## config.mk

```make
export PLATFORM = sky130hd
export DESIGN_NAME = pdp_mem_port_arbiter_flat
export DESIGN_NICKNAME = d
export VERILOG_FILES = /design/src/rtl/pdp_mem_port_arbiter_if.sv /design/src/rtl/pdp_mem_port_arbiter.sv /design/src/flat_wrapper.sv
export SDC_FILE = /design/constraint.sdc
export NUM_CORES = 1
export LEC_CHECK = 0
export CELL_PAD_IN_SITES_DETAIL_PLACEMENT = 0
export CELL_PAD_IN_SITES_GLOBAL_PLACEMENT = 1
export CORE_UTILIZATION = 43
export DETAILED_ROUTE_END_ITERATION = 8
export PLACE_DENSITY_LB_ADDON = 0.1
export SETUP_SLACK_MARGIN = 0.1
export SLEW_MARGIN = 10
export SYNTH_ARGS = -nofsm -noshare
export SYNTH_HDL_FRONTEND = slang
export SYNTH_SLANG_ARGS = --single-unit
```

## constraint.sdc

```tcl
create_clock -name clk -period 6.94 [get_ports clk]
set_input_delay 0.694 -clock clk [delete_from_list [all_inputs] [get_ports clk]]
set_output_delay 0.694 -clock clk [all_outputs]
set_load 0.005 [all_outputs]
```

## src/rtl/pdp_mem_port_arbiter_if.sv

```systemverilog
// Bundle of the ifu/exec client request/response signals and the memory_pdp port.
// The arbiter uses the slave view; the clients/memory side uses the master view.
interface pdp_mem_port_arbiter_if #(
    parameter int unsigned ADDR_WIDTH = 12,
    parameter int unsigned DATA_WIDTH = 12
);
    logic                  ifu_rd_req;
    logic [ADDR_WIDTH-1:0] ifu_rd_addr;
    logic [DATA_WIDTH-1:0] ifu_rd_data;
    logic                  ifu_rd_valid;

    logic                  exec_rd_req;
    logic [ADDR_WIDTH-1:0] exec_rd_addr;
    logic                  exec_wr_req;
    logic [ADDR_WIDTH-1:0] exec_wr_addr;
    logic [DATA_WIDTH-1:0] exec_wr_data;
    logic [DATA_WIDTH-1:0] exec_rd_data;
    logic                  exec_rd_valid;

    logic                  mem_req;
    logic                  mem_we;
    logic [ADDR_WIDTH-1:0] mem_addr;
    logic [DATA_WIDTH-1:0] mem_wr_data;
    logic [DATA_WIDTH-1:0] mem_rd_data;

    logic                  busy;
    logic                  proto_err;

    modport slave (
        input  ifu_rd_req, ifu_rd_addr,
        output ifu_rd_data, ifu_rd_valid,
        input  exec_rd_req, exec_rd_addr, exec_wr_req, exec_wr_addr, exec_wr_data,
        output exec_rd_data, exec_rd_valid,
        output mem_req, mem_we, mem_addr, mem_wr_data,
        input  mem_rd_data,
        output busy, proto_err
    );

    modport master (
        output ifu_rd_req, ifu_rd_addr,
        input  ifu_rd_data, ifu_rd_valid,
        output exec_rd_req, exec_rd_addr, exec_wr_req, exec_wr_addr, exec_wr_data,
        input  exec_rd_data, exec_rd_valid,
        input  mem_req, mem_we, mem_addr, mem_wr_data,
        output mem_rd_data,
        input  busy, proto_err
    );
endinterface

```

## src/rtl/pdp_mem_port_arbiter.sv

```systemverilog
// Shares the single memory_pdp port between instruction fetch and the execution unit:
// latches request pulses, arbitrates one access per cycle and steers read data back.
module pdp_mem_port_arbiter #(
    parameter int unsigned ADDR_WIDTH = 12,
    parameter int unsigned DATA_WIDTH = 12,
    parameter int unsigned RD_LAT     = 1,
    parameter int unsigned STARVE_MAX = 4
) (
    input  logic                  clk,
    input  logic                  reset_n,
    pdp_mem_port_arbiter_if.slave bus
);
    localparam int unsigned LAT_W = 3;
    localparam int unsigned CNT_W = 4;
    localparam logic [LAT_W-1:0] LAT_LAST   = LAT_W'(RD_LAT - 1);
    localparam logic [CNT_W-1:0] STARVE_LIM = CNT_W'(STARVE_MAX);

    typedef enum logic [1:0] {S_IDLE, S_ISSUE, S_RD_WAIT} state_t;
    typedef enum logic [1:0] {G_NONE, G_IFU_RD, G_EXEC_RD, G_EXEC_WR} grant_t;

    state_t                r_state;
    state_t                w_state_nxt;
    grant_t                w_pick;
    grant_t                w_grant;
    logic [LAT_W-1:0]      r_lat_cnt;
    logic [CNT_W-1:0]      r_starve_cnt;
    logic                  r_rd_owner_ifu;

    logic                  r_ifu_pend;
    logic [ADDR_WIDTH-1:0] r_ifu_addr;
    logic                  r_erd_pend;
    logic [ADDR_WIDTH-1:0] r_erd_addr;
    logic                  r_ewr_pend;
    logic [ADDR_WIDTH-1:0] r_ewr_addr;
    logic [DATA_WIDTH-1:0] r_ewr_data;

    logic                  r_mem_req;
    logic                  r_mem_we;
    logic [ADDR_WIDTH-1:0] r_mem_addr;
    logic [DATA_WIDTH-1:0] r_mem_wr_data;
    logic [DATA_WIDTH-1:0] r_ifu_rd_data;
    logic                  r_ifu_rd_valid;
    logic [DATA_WIDTH-1:0] r_exec_rd_data;
    logic                  r_exec_rd_valid;
    logic                  r_busy;
    logic                  r_proto_err;

    // A pulse in the current cycle counts as pending so it can be granted at this edge.
    logic                  w_ifu_avail;
    logic                  w_erd_avail;
    logic                  w_ewr_avail;
    logic                  w_any_avail;
    logic                  w_rd_done;
    logic [ADDR_WIDTH-1:0] w_ifu_addr;
    logic [ADDR_WIDTH-1:0] w_erd_addr;
    logic [ADDR_WIDTH-1:0] w_ewr_addr;
    logic [DATA_WIDTH-1:0] w_ewr_data;

    assign w_ifu_avail = r_ifu_pend | bus.ifu_rd_req;
    assign w_erd_avail = r_erd_pend | bus.exec_rd_req;
    assign w_ewr_avail = r_ewr_pend | bus.exec_wr_req;
    assign w_any_avail = w_ifu_avail | w_erd_avail | w_ewr_avail;
    assign w_rd_done   = (r_state == S_RD_WAIT) && (r_lat_cnt == LAT_LAST);

    assign w_ifu_addr  = r_ifu_pend ? r_ifu_addr : bus.ifu_rd_addr;
    assign w_erd_addr  = r_erd_pend ? r_erd_addr : bus.exec_rd_addr;
    assign w_ewr_addr  = r_ewr_pend ? r_ewr_addr : bus.exec_wr_addr;
    assign w_ewr_data  = r_ewr_pend ? r_ewr_data : bus.exec_wr_data;

    // Priority select with starvation override for the fetch slot.
    always_comb begin
        w_pick = G_NONE;
        if (w_ifu_avail && (r_starve_cnt == STARVE_LIM)) begin
            w_pick = G_IFU_RD;
        end else if (w_ewr_avail) begin
            w_pick = G_EXEC_WR;
        end else if (w_erd_avail) begin
            w_pick = G_EXEC_RD;
        end else if (w_ifu_avail) begin
            w_pick = G_IFU_RD;
        end
    end

    // Next-state and grant decision; a grant here becomes mem_req in the next cycle.
    always_comb begin
        w_state_nxt = r_state;
        w_grant     = G_NONE;
        case (r_state)
            S_IDLE: begin
                if (w_any_avail) begin
                    w_state_nxt = S_ISSUE;
                    w_grant     = w_pick;
                end
            end
            S_ISSUE: begin
                if (!r_mem_we) begin
                    w_state_nxt = S_RD_WAIT;
                end else if (w_any_avail) begin
                    w_state_nxt = S_ISSUE;
                    w_grant     = w_pick;
                end else begin
                    w_state_nxt = S_IDLE;
                end
            end
            S_RD_WAIT: begin
                if (w_rd_done) begin
                    if (w_any_avail) begin
                        w_state_nxt = S_ISSUE;
                        w_grant     = w_pick;
                    end else begin
                        w_state_nxt = S_IDLE;
                    end
                end
            end
            default: w_state_nxt = S_IDLE;
        endcase
    end

    always_ff @(posedge clk or negedge reset_n) begin
        if (!reset_n) begin
            r_state <= S_IDLE;
        end else begin
            r_state <= w_state_nxt;
        end
    end

    // Pending slots: a pulse into a full slot is dropped and flagged.
    always_ff @(posedge clk or negedge reset_n) begin
        if (!reset_n) begin
            r_ifu_pend  <= 1'b0;
            r_ifu_addr  <= '0;
            r_erd_pend  <= 1'b0;
            r_erd_addr  <= '0;
            r_ewr_pend  <= 1'b0;
            r_ewr_addr  <= '0;
            r_ewr_data  <= '0;
            r_proto_err <= 1'b0;
        end else begin
            if (r_ifu_pend) begin
                if (w_grant == G_IFU_RD) r_ifu_pend <= 1'b0;
            end else if (bus.ifu_rd_req && (w_grant != G_IFU_RD)) begin
                r_ifu_pend <= 1'b1;
                r_ifu_addr <= bus.ifu_rd_addr;
            end

            if (r_erd_pend) begin
                if (w_grant == G_EXEC_RD) r_erd_pend <= 1'b0;
            end else if (bus.exec_rd_req && (w_grant != G_EXEC_RD)) begin
                r_erd_pend <= 1'b1;
                r_erd_addr <= bus.exec_rd_addr;
            end

            if (r_ewr_pend) begin
                if (w_grant == G_EXEC_WR) r_ewr_pend <= 1'b0;
            end else if (bus.exec_wr_req && (w_grant != G_EXEC_WR)) begin
                r_ewr_pend <= 1'b1;
                r_ewr_addr <= bus.exec_wr_addr;
                r_ewr_data <= bus.exec_wr_data;
            end

            if ((r_ifu_pend && bus.ifu_rd_req) || (r_erd_pend && bus.exec_rd_req) ||
                (r_ewr_pend && bus.exec_wr_req)) begin
                r_proto_err <= 1'b1;
            end
        end
    end

    // Starvation counter and read-wait bookkeeping.
    always_ff @(posedge clk or negedge reset_n) begin
        if (!reset_n) begin
            r_starve_cnt   <= '0;
            r_lat_cnt      <= '0;
            r_rd_owner_ifu <= 1'b0;
        end else begin
            if ((w_grant == G_IFU_RD) || !w_ifu_avail) begin
                r_starve_cnt <= '0;
            end else if (((w_grant == G_EXEC_RD) || (w_grant == G_EXEC_WR)) &&
                         (r_starve_cnt != STARVE_LIM)) begin
                r_starve_cnt <= r_starve_cnt + CNT_W'(1);
            end

            if (w_grant == G_IFU_RD) begin
                r_rd_owner_ifu <= 1'b1;
            end else if (w_grant == G_EXEC_RD) begin
                r_rd_owner_ifu <= 1'b0;
            end

            if ((r_state == S_ISSUE) && (w_state_nxt == S_RD_WAIT)) begin
                r_lat_cnt <= '0;
            end else if ((r_state == S_RD_WAIT) && !w_rd_done) begin
                r_lat_cnt <= r_lat_cnt + LAT_W'(1);
            end
        end
    end

    // Registered memory strobe, address and write data; address/data are zero when idle.
    always_ff @(posedge clk or negedge reset_n) begin
        if (!reset_n) begin
            r_mem_req     <= 1'b0;
            r_mem_we      <= 1'b0;
            r_mem_addr    <= '0;
            r_mem_wr_data <= '0;
            r_busy        <= 1'b0;
        end else begin
            r_mem_req     <= (w_grant != G_NONE);
            r_mem_we      <= (w_grant == G_EXEC_WR);
            r_busy        <= (w_state_nxt != S_IDLE);
            r_mem_wr_data <= '0;
            case (w_grant)
                G_IFU_RD:  r_mem_addr <= w_ifu_addr;
                G_EXEC_RD: r_mem_addr <= w_erd_addr;
                G_EXEC_WR: begin
                    r_mem_addr    <= w_ewr_addr;
                    r_mem_wr_data <= w_ewr_data;
                end
                default:   r_mem_addr <= '0;
            endcase
        end
    end

    // Read data steering to the owner of the outstanding read.
    always_ff @(posedge clk or negedge reset_n) begin
        if (!reset_n) begin
            r_ifu_rd_data   <= '0;
            r_ifu_rd_valid  <= 1'b0;
            r_exec_rd_data  <= '0;
            r_exec_rd_valid <= 1'b0;
        end else begin
            r_ifu_rd_valid  <= w_rd_done && r_rd_owner_ifu;
            r_exec_rd_valid <= w_rd_done && !r_rd_owner_ifu;
            if (w_rd_done && r_rd_owner_ifu) r_ifu_rd_data <= bus.mem_rd_data;
            if (w_rd_done && !r_rd_owner_ifu) r_exec_rd_data <= bus.mem_rd_data;
        end
    end

    assign bus.mem_req       = r_mem_req;
    assign bus.mem_we        = r_mem_we;
    assign bus.mem_addr      = r_mem_addr;
    assign bus.mem_wr_data   = r_mem_wr_data;
    assign bus.ifu_rd_data   = r_ifu_rd_data;
    assign bus.ifu_rd_valid  = r_ifu_rd_valid;
    assign bus.exec_rd_data  = r_exec_rd_data;
    assign bus.exec_rd_valid = r_exec_rd_valid;
    assign bus.busy          = r_busy;
    assign bus.proto_err     = r_proto_err;
endmodule

```

## src/flat_wrapper.sv

```systemverilog
// flat-port wrapper written by rule: the top's interface ports become plain ports
module pdp_mem_port_arbiter_flat 
#(
    parameter int unsigned ADDR_WIDTH = 12,
    parameter int unsigned DATA_WIDTH = 12,
    parameter int unsigned RD_LAT     = 1,
    parameter int unsigned STARVE_MAX = 4
)
  (clk, reset_n, bus_ifu_rd_req, bus_ifu_rd_addr, bus_ifu_rd_data, bus_ifu_rd_valid, bus_exec_rd_req, bus_exec_rd_addr, bus_exec_wr_req, bus_exec_wr_addr, bus_exec_wr_data, bus_exec_rd_data, bus_exec_rd_valid, bus_mem_req, bus_mem_we, bus_mem_addr, bus_mem_wr_data, bus_mem_rd_data, bus_busy, bus_proto_err);
  pdp_mem_port_arbiter_if #(.ADDR_WIDTH(ADDR_WIDTH), .DATA_WIDTH(DATA_WIDTH)) bus_i ();
  input  logic clk;
  input  logic reset_n;
  input wire logic [$bits(bus_i.ifu_rd_req)-1:0] bus_ifu_rd_req;
  input wire logic [$bits(bus_i.ifu_rd_addr)-1:0] bus_ifu_rd_addr;
  output wire logic [$bits(bus_i.ifu_rd_data)-1:0] bus_ifu_rd_data;
  output wire logic [$bits(bus_i.ifu_rd_valid)-1:0] bus_ifu_rd_valid;
  input wire logic [$bits(bus_i.exec_rd_req)-1:0] bus_exec_rd_req;
  input wire logic [$bits(bus_i.exec_rd_addr)-1:0] bus_exec_rd_addr;
  input wire logic [$bits(bus_i.exec_wr_req)-1:0] bus_exec_wr_req;
  input wire logic [$bits(bus_i.exec_wr_addr)-1:0] bus_exec_wr_addr;
  input wire logic [$bits(bus_i.exec_wr_data)-1:0] bus_exec_wr_data;
  output wire logic [$bits(bus_i.exec_rd_data)-1:0] bus_exec_rd_data;
  output wire logic [$bits(bus_i.exec_rd_valid)-1:0] bus_exec_rd_valid;
  output wire logic [$bits(bus_i.mem_req)-1:0] bus_mem_req;
  output wire logic [$bits(bus_i.mem_we)-1:0] bus_mem_we;
  output wire logic [$bits(bus_i.mem_addr)-1:0] bus_mem_addr;
  output wire logic [$bits(bus_i.mem_wr_data)-1:0] bus_mem_wr_data;
  input wire logic [$bits(bus_i.mem_rd_data)-1:0] bus_mem_rd_data;
  output wire logic [$bits(bus_i.busy)-1:0] bus_busy;
  output wire logic [$bits(bus_i.proto_err)-1:0] bus_proto_err;
  assign bus_i.ifu_rd_req = bus_ifu_rd_req;
  assign bus_i.ifu_rd_addr = bus_ifu_rd_addr;
  assign bus_ifu_rd_data = bus_i.ifu_rd_data;
  assign bus_ifu_rd_valid = bus_i.ifu_rd_valid;
  assign bus_i.exec_rd_req = bus_exec_rd_req;
  assign bus_i.exec_rd_addr = bus_exec_rd_addr;
  assign bus_i.exec_wr_req = bus_exec_wr_req;
  assign bus_i.exec_wr_addr = bus_exec_wr_addr;
  assign bus_i.exec_wr_data = bus_exec_wr_data;
  assign bus_exec_rd_data = bus_i.exec_rd_data;
  assign bus_exec_rd_valid = bus_i.exec_rd_valid;
  assign bus_mem_req = bus_i.mem_req;
  assign bus_mem_we = bus_i.mem_we;
  assign bus_mem_addr = bus_i.mem_addr;
  assign bus_mem_wr_data = bus_i.mem_wr_data;
  assign bus_i.mem_rd_data = bus_mem_rd_data;
  assign bus_busy = bus_i.busy;
  assign bus_proto_err = bus_i.proto_err;
  pdp_mem_port_arbiter #(.ADDR_WIDTH(ADDR_WIDTH), .DATA_WIDTH(DATA_WIDTH), .RD_LAT(RD_LAT), .STARVE_MAX(STARVE_MAX)) u_core (.clk(clk), .reset_n(reset_n), .bus(bus_i));
endmodule
```

# Yosys cells after proc, flatten, opt, wreduce, memory -nomap -nowiden
# Cells that the tools add are included.
# W data, S select, Z words.
# totals
inputBits	65
out_inout_bits	54
regBits	115
elab_cells	106
# op_classes
n_reduce_logical	30
n_bitwise	8
n_mux	34
n_eq_ne	11
add_sub_neg	2
# ops
op	count
$mux W12	5
$pmux W12 S3	1
$mux W2	9
$logic_and A1 B1 Y1	13
$mux W1	13
$pmux W2 S3	2
$reduce_bool A2 Y1	5
$eq A2 B2 Y1 const B	4
$mux W4	2
$mux W3	2
$reduce_and A2 Y1	3
$or A1 B1 Y1	5
$add A4 B1 Y4 const B	1
$eq A2 B1 Y1 const B	2
$eq A4 B3 Y1 const B	1
$logic_or A1 B1 Y1	4
$ne A2 B2 Y1 const B	2
$ne A4 B3 Y1 const B	1
$add A3 B1 Y3 const B	1
$logic_not A1 Y1	3
$logic_not A3 Y1	1
$not A1 Y1	3
$logic_not A2 Y1	1
$ne A2 B1 Y1 const B	1

# Longest topological paths before layout
# depth
word_depth	13
ltp_mapped	11
mapped_depth_nobuf	9

# Least setup slack after synthesis
# Ideal clock, no wire load.
# synth_path
path_kind	in2reg
start	input bus_exec_wr_req
end	register u_core.r_ewr_addr[10]
path_buffers	1
cell_stages	7
t_arrival_ns	2.567
required_ns	6.815
path_slack_ns	4.248
setup_ns	0.125
path_cell_list	or4_4 -> o31ai_1 -> nor2_1 -> ha_1 -> nor3b_4 -> buf_4 -> mux2_2
# synth_between
elab_chain_cells	9
word_cells_on_any_way	11
cone_classes	eq/ne: 1; mux: 6; bitwise: 2; reduce/logical: 2
# synth_lines
element	line_no	rtl
start, declared	flat_wrapper.sv:19	input wire logic [$bits(bus_i.exec_wr_req)-1:0] bus_exec_wr_req;
$or A1 B1 Y1	pdp_mem_port_arbiter.sv:61	assign w_ewr_avail = r_ewr_pend | bus.exec_wr_req;
$mux W2	pdp_mem_port_arbiter.sv:75	end else if (w_ewr_avail) begin
$mux W2	pdp_mem_port_arbiter.sv:73	if (w_ifu_avail && (r_starve_cnt == STARVE_LIM)) begin
$mux W2	pdp_mem_port_arbiter.sv:90, pdp_mem_port_arbiter.sv:98, pdp_mem_port_arbiter.sv:107	
$mux W2 (on tied branches)	pdp_mem_port_arbiter.sv:106, pdp_mem_port_arbiter.sv:96	
$pmux W2 S3	pdp_mem_port_arbiter.sv:88	case (r_state)
$ne A2 B2 Y1	pdp_mem_port_arbiter.sv:155	end else if (bus.exec_wr_req && (w_grant != G_EXEC_WR)) begin
$logic_and A1 B1 Y1 *	pdp_mem_port_arbiter.sv:155	
$reduce_and A2 Y1 (no line) *	-	
end signal, assigned	pdp_mem_port_arbiter.sv:157	r_ewr_addr <= bus.exec_wr_addr;
end, declared	pdp_mem_port_arbiter.sv:34	logic [ADDR_WIDTH-1:0] r_ewr_addr;
# Every way passes the cells marked *; elsewhere a longest branch is shown, timed or not.
# A chain may end at the register's enable or synchronous reset.

# Worst setup path after layout
# layout_path
start	register u_core.r_ifu_pend
end	register u_core.r_erd_addr[6]
# layout_between
elab_chain_cells	11
word_cells_on_any_way	15
cone_classes	eq/ne: 1; mux: 8; bitwise: 3; reduce/logical: 3
# layout_lines
element	line_no	rtl
start, declared	pdp_mem_port_arbiter.sv:29	logic r_ifu_pend;
start signal, assigned	pdp_mem_port_arbiter.sv:130	r_ifu_pend <= 1'b0;
start signal, assigned	pdp_mem_port_arbiter.sv:140	if (w_grant == G_IFU_RD) r_ifu_pend <= 1'b0;
start signal, assigned	pdp_mem_port_arbiter.sv:142	r_ifu_pend <= 1'b1;
$or A1 B1 Y1 *	pdp_mem_port_arbiter.sv:59	assign w_ifu_avail = r_ifu_pend | bus.ifu_rd_req;
$mux W1	pdp_mem_port_arbiter.sv:79	end else if (w_ifu_avail) begin
$mux W2	pdp_mem_port_arbiter.sv:77	end else if (w_erd_avail) begin
$mux W2	pdp_mem_port_arbiter.sv:75	
$mux W2	pdp_mem_port_arbiter.sv:73	
$mux W2 *	pdp_mem_port_arbiter.sv:90, pdp_mem_port_arbiter.sv:98, pdp_mem_port_arbiter.sv:107	
$mux W2 (on tied branches)	pdp_mem_port_arbiter.sv:106, pdp_mem_port_arbiter.sv:96	
$pmux W2 S3 *	pdp_mem_port_arbiter.sv:88	
$ne A2 B2 Y1 *	pdp_mem_port_arbiter.sv:148	end else if (bus.exec_rd_req && (w_grant != G_EXEC_RD)) begin
$logic_and A1 B1 Y1 *	pdp_mem_port_arbiter.sv:148	
$reduce_and A2 Y1 (no line) *	-	
end signal, assigned	pdp_mem_port_arbiter.sv:150	r_erd_addr <= bus.exec_rd_addr;
end, declared	pdp_mem_port_arbiter.sv:32	logic [ADDR_WIDTH-1:0] r_erd_addr;
# Marks and branches as above.

==> results by group <==
Status
  • Status: finished with violations
  • Failing checks: design-rule violations

Clock network
  • CTS tree: built
  • Buffer levels on the longest clock path: 2
  • # clock sinks: 115
  • Post-cts repair resize count: 0
  • Root buffer cell: clkbuf_16
  • Hold_buf cts: 0
  • Inserted Clock Buffers: 17
  • H-tree Lvls: 4
  • Clock transition at the register clock pins on the worst setup and hold paths after CTS: approximately 0.050 ns
  • Clock insertion delay at the later pin of the skew report: ~0.4 ns
  • Buffers inserted by post-CTS timing repair: 0

Floorplan
  • Area of the die: between 10000 and 15000 um2
  • Cell row count: 39
  • X dimension of the die: 111 um
  • IO Count: 119
  • Starting density of the core: 0.445
  • Die Span Y: approximately 110 um
  • Placeable core region: about 12000 um2

Critical path
  • Worst Setup End Kind: flop
  • Chain of cells forming the critical path: nor2_1 > o31ai_1 > nor2_1 > ha_1 > nor3b_2 > mux2_2
  • Required time reported for the critical path endpoint: 7.23 ns
  • Critical path fanouts, max: 19
  • CP dominant cell by count: nor2_1
  • Data arrival at the endpoint of the critical path: 3.65 ns
  • Category of the critical setup timing path: flop to flop
  • Peak per-stage delay on the critical path: about 0.97 ns
  • Cell with the biggest individual delay on the critical path: dfrtp_1
  • Type of element launching the critical path: flop

Routing
  • Routed WL: between 10 and 15 mm
  • DRC Markers: 8
  • Starting DRC count in detailed routing: 177
  • WL/cell: around 17 um
  • Post-route ant nets: 0
  • Via density: between 5 and 6
  • Number of detailed-route iterations in the first pass: 6
  • Via count: roughly 3300

Pwr
  • Switching share of total power: 0.303
  • Reported net switching power: 1.01 mW
  • Leakage: slightly above 3 nW
  • Peak VDD IR: 0.000217 V
  • Relative contribution of combinational cells to total power: 0.392
  • Clock share of power: 0.256
  • Power density over the cells: 476 nW/um2
  • Proportion of power drawn by flip-flops and latches: 0.351
  • Cell Int Power: approximately 2.3 mW

Synth
  • Synth Area per Inst: 14.0 um2
  • Number of standard cells after synthesis: between 300 and 400
  • Register bit count reported by yosys: approximately 120
  • Fraction of post-synthesis cell area in the top cell type by area: 0.562
  • Count of distinct cell types in the synthesized netlist: 41
  • Dominant cells by area after synthesis: dfrtp_1, mux2_2, mux2i_1
  • Library cell occupying the most area in the post-synthesis netlist: dfrtp_1
  • Async set or reset register ratio after synthesis: 1.00
  • Synthesized area: about 5100 um2
  • Post-synthesis sequential area ratio: 0.562
  • Count of flip-flops with a built-in enable after synthesis: 0
  • Number of warnings printed during yosys synthesis: 0
  • Primary flip-flop cell chosen by synthesis mapping: dfrtp_1
  • Nets in the synthesized netlist: around 440

Global route
  • Residual overflow from global routing: 0
  • Vias in the first global route: about 3500
  • Largest net degree at the start of global routing: between 60 and 70
  • Number of antenna violations at the first check in global routing: 0
  • Global-route total usage across every layer: 0.189
  • Wire length of the first global-routing pass: roughly 18 mm

Timing
  • Max-slew violations: 0
  • Rel. slew slack: 0.270
  • Crit share post-route: 0.484
  • Min setup slack post-route: roughly 3.6 ns
  • Time the final worst path needs with I/O delays and setup: approximately 3.4 ns
  • Maximum clock frequency: 0.298 GHz
  • Setup tns final: 0 ns
  • RSZ-0062 raised after global routing: false
  • Final-report hold violation count: 0
  • Finish-stage setup viols: 0
  • Max Clock Skew: 0.00852 ns
  • Worst-margin pin slew: 1.09 ns
  • Hold slack: approximately 0.33 ns

Placed design
  • Setup slack at placement: approximately 3.3 ns
  • Post-DP HPWL: around 7.4 mm
  • Gp weighted congestion: between 0.7 and 0.8
  • Number of I/O port buffers: between 100 and 150

Run
  • Max-cap violations: 0

Cells and area
  • Final design utilization: 0.606
  • Share of layout cells above drive strength 1: 0.230
  • Area overhead of the layout relative to synthesis: 36.2%
  • Nets: between 500 and 600
  • Fillers: approximately 960
  • N_diodes: 0

Worst hold path
  • Tightest Hold Check Type: input port to asynchronous set/reset pin
-- power groups by stage --
stage               combinational [mW]  sequential, mW  clock [mW]
floorplan                        0.883            1.12           0
global placement                  1.30            1.16           0
detailed placement                1.32            1.17           0
CTS                               1.33            1.17       0.877
global route                      1.43            1.21       0.902
finish                            1.30            1.17       0.851
-- metal layers --
layer  global-route usage  vias up  part of all wire
met5                    0        -                 0
met4               0.0712        0             0.011
met3               0.0662       10             0.053
met2                0.305       88              0.51
met1                0.231     1675              0.43
li1                     -     1566                 -
-- flip-flops by register name, indices dropped and copies added, names as in the netlist, 4 cells and up --
signal                   count
u_core.r_ewr_addr           12
u_core.r_ewr_data           12
u_core.bus.mem_wr_data      12
u_core.bus.exec_rd_data     12
u_core.r_starve_cnt          4
u_core.r_erd_addr           12
u_core.bus.mem_addr         12
u_core.bus.ifu_rd_data      12
u_core.r_ifu_addr           12
-- layout make-up --
cell class | count | area [um2] | area share
Clock buffer | 27 | 513 | 0.0735
Timing Repair Buffer | 121 | 1200 | 0.172
Clock inverter | 4 | 70.1 | 0.0100
Multi-Input combinational cell | 226 | 2110 | 0.302
Sequential cell | 115 | 2880 | 0.412
Inverter | 8 | 30.0 | 0.00430
Tap cell | 143 | 179 | 0.0256
-- kinds of logic after synthesis --
logic type,count (synthesis),share of synthesized area
flip-flops,115,0.562
adder cells (fa/ha/maj),10,0.0244
multiplexers,121,0.261
AO/OA/AOI/OAI,51,0.0723
buffers and inverters,26,0.0274
AND/OR/NAND/NOR,44,0.0530
-- placed cells by master, fill, tap and decap left out, types with 5 or more instances in the layout --
cell type and count:
mux2i_1 46, o22a_1 12, mux2_4 9, nor2_1 17, clkbuf_8 5, clkdlybuf4s50_1 117
clkbuf_16 17, ha_1 10, clkbuf_1 5, o21ai_0 16, mux2_2 66, inv_1 8
dfrtp_1 115
-- synth_stat cells, types with 3 or more instances --
cell type and number:
nor2_1 17, buf_2 4, mux2i_1 46, inv_1 8, o211ai_1 3, o22ai_1 4, dfrtp_1 115, mux2_4 9
buf_4 8, nand2_1 4, o31ai_1 3, nand2b_1 4, mux2_2 66, o22a_1 12, o21ai_0 16, nand3_1 3
ha_1 10, clkbuf_1 5, a21o_1 3
-- metrics by stage --
step	area (um2)	total power [mW]	cells
floorplan	5120	2.00	367
global placement	6390	2.46	613
detailed placement	6390	2.49	613
CTS	6980	3.37	644
global route	6980	3.54	644
finish	6980	3.32	644
-- worst max-delay path, delay by kind of cell, from the launching register on --
family	cells	cell delay (ns)
simple gates	3	1.23
flops	1	0.97
mux	1	0.42
compound gates	1	0.36
fa+ha+maj	1	0.26
-- final timing paths --
path,startpoint,endpoint,slack [ns],cells after the start
setup / recovery,u_core.r_ifu_pend$_DFF_PN0_,u_core.r_erd_addr[6]$_DFFE_PN0P_,3.58,6
hold / removal,reset_n,u_core.bus.mem_addr[11]$_DFF_PN0_,0.33,1
setup reg to reg,u_core.r_ifu_pend$_DFF_PN0_,u_core.r_erd_addr[6]$_DFFE_PN0P_,3.58,6
hold reg to reg,u_core.bus.proto_err$_DFFE_PN0P_,u_core.bus.proto_err$_DFFE_PN0P_,0.48,2
max in group asynchronous,reset_n,u_core.r_ewr_data[7]$_DFFE_PN0P_,5.37,2
min in group clk,u_core.bus.proto_err$_DFFE_PN0P_,u_core.bus.proto_err$_DFFE_PN0P_,0.48,2
Note: power is estimated with default switching activity, not from simulation.
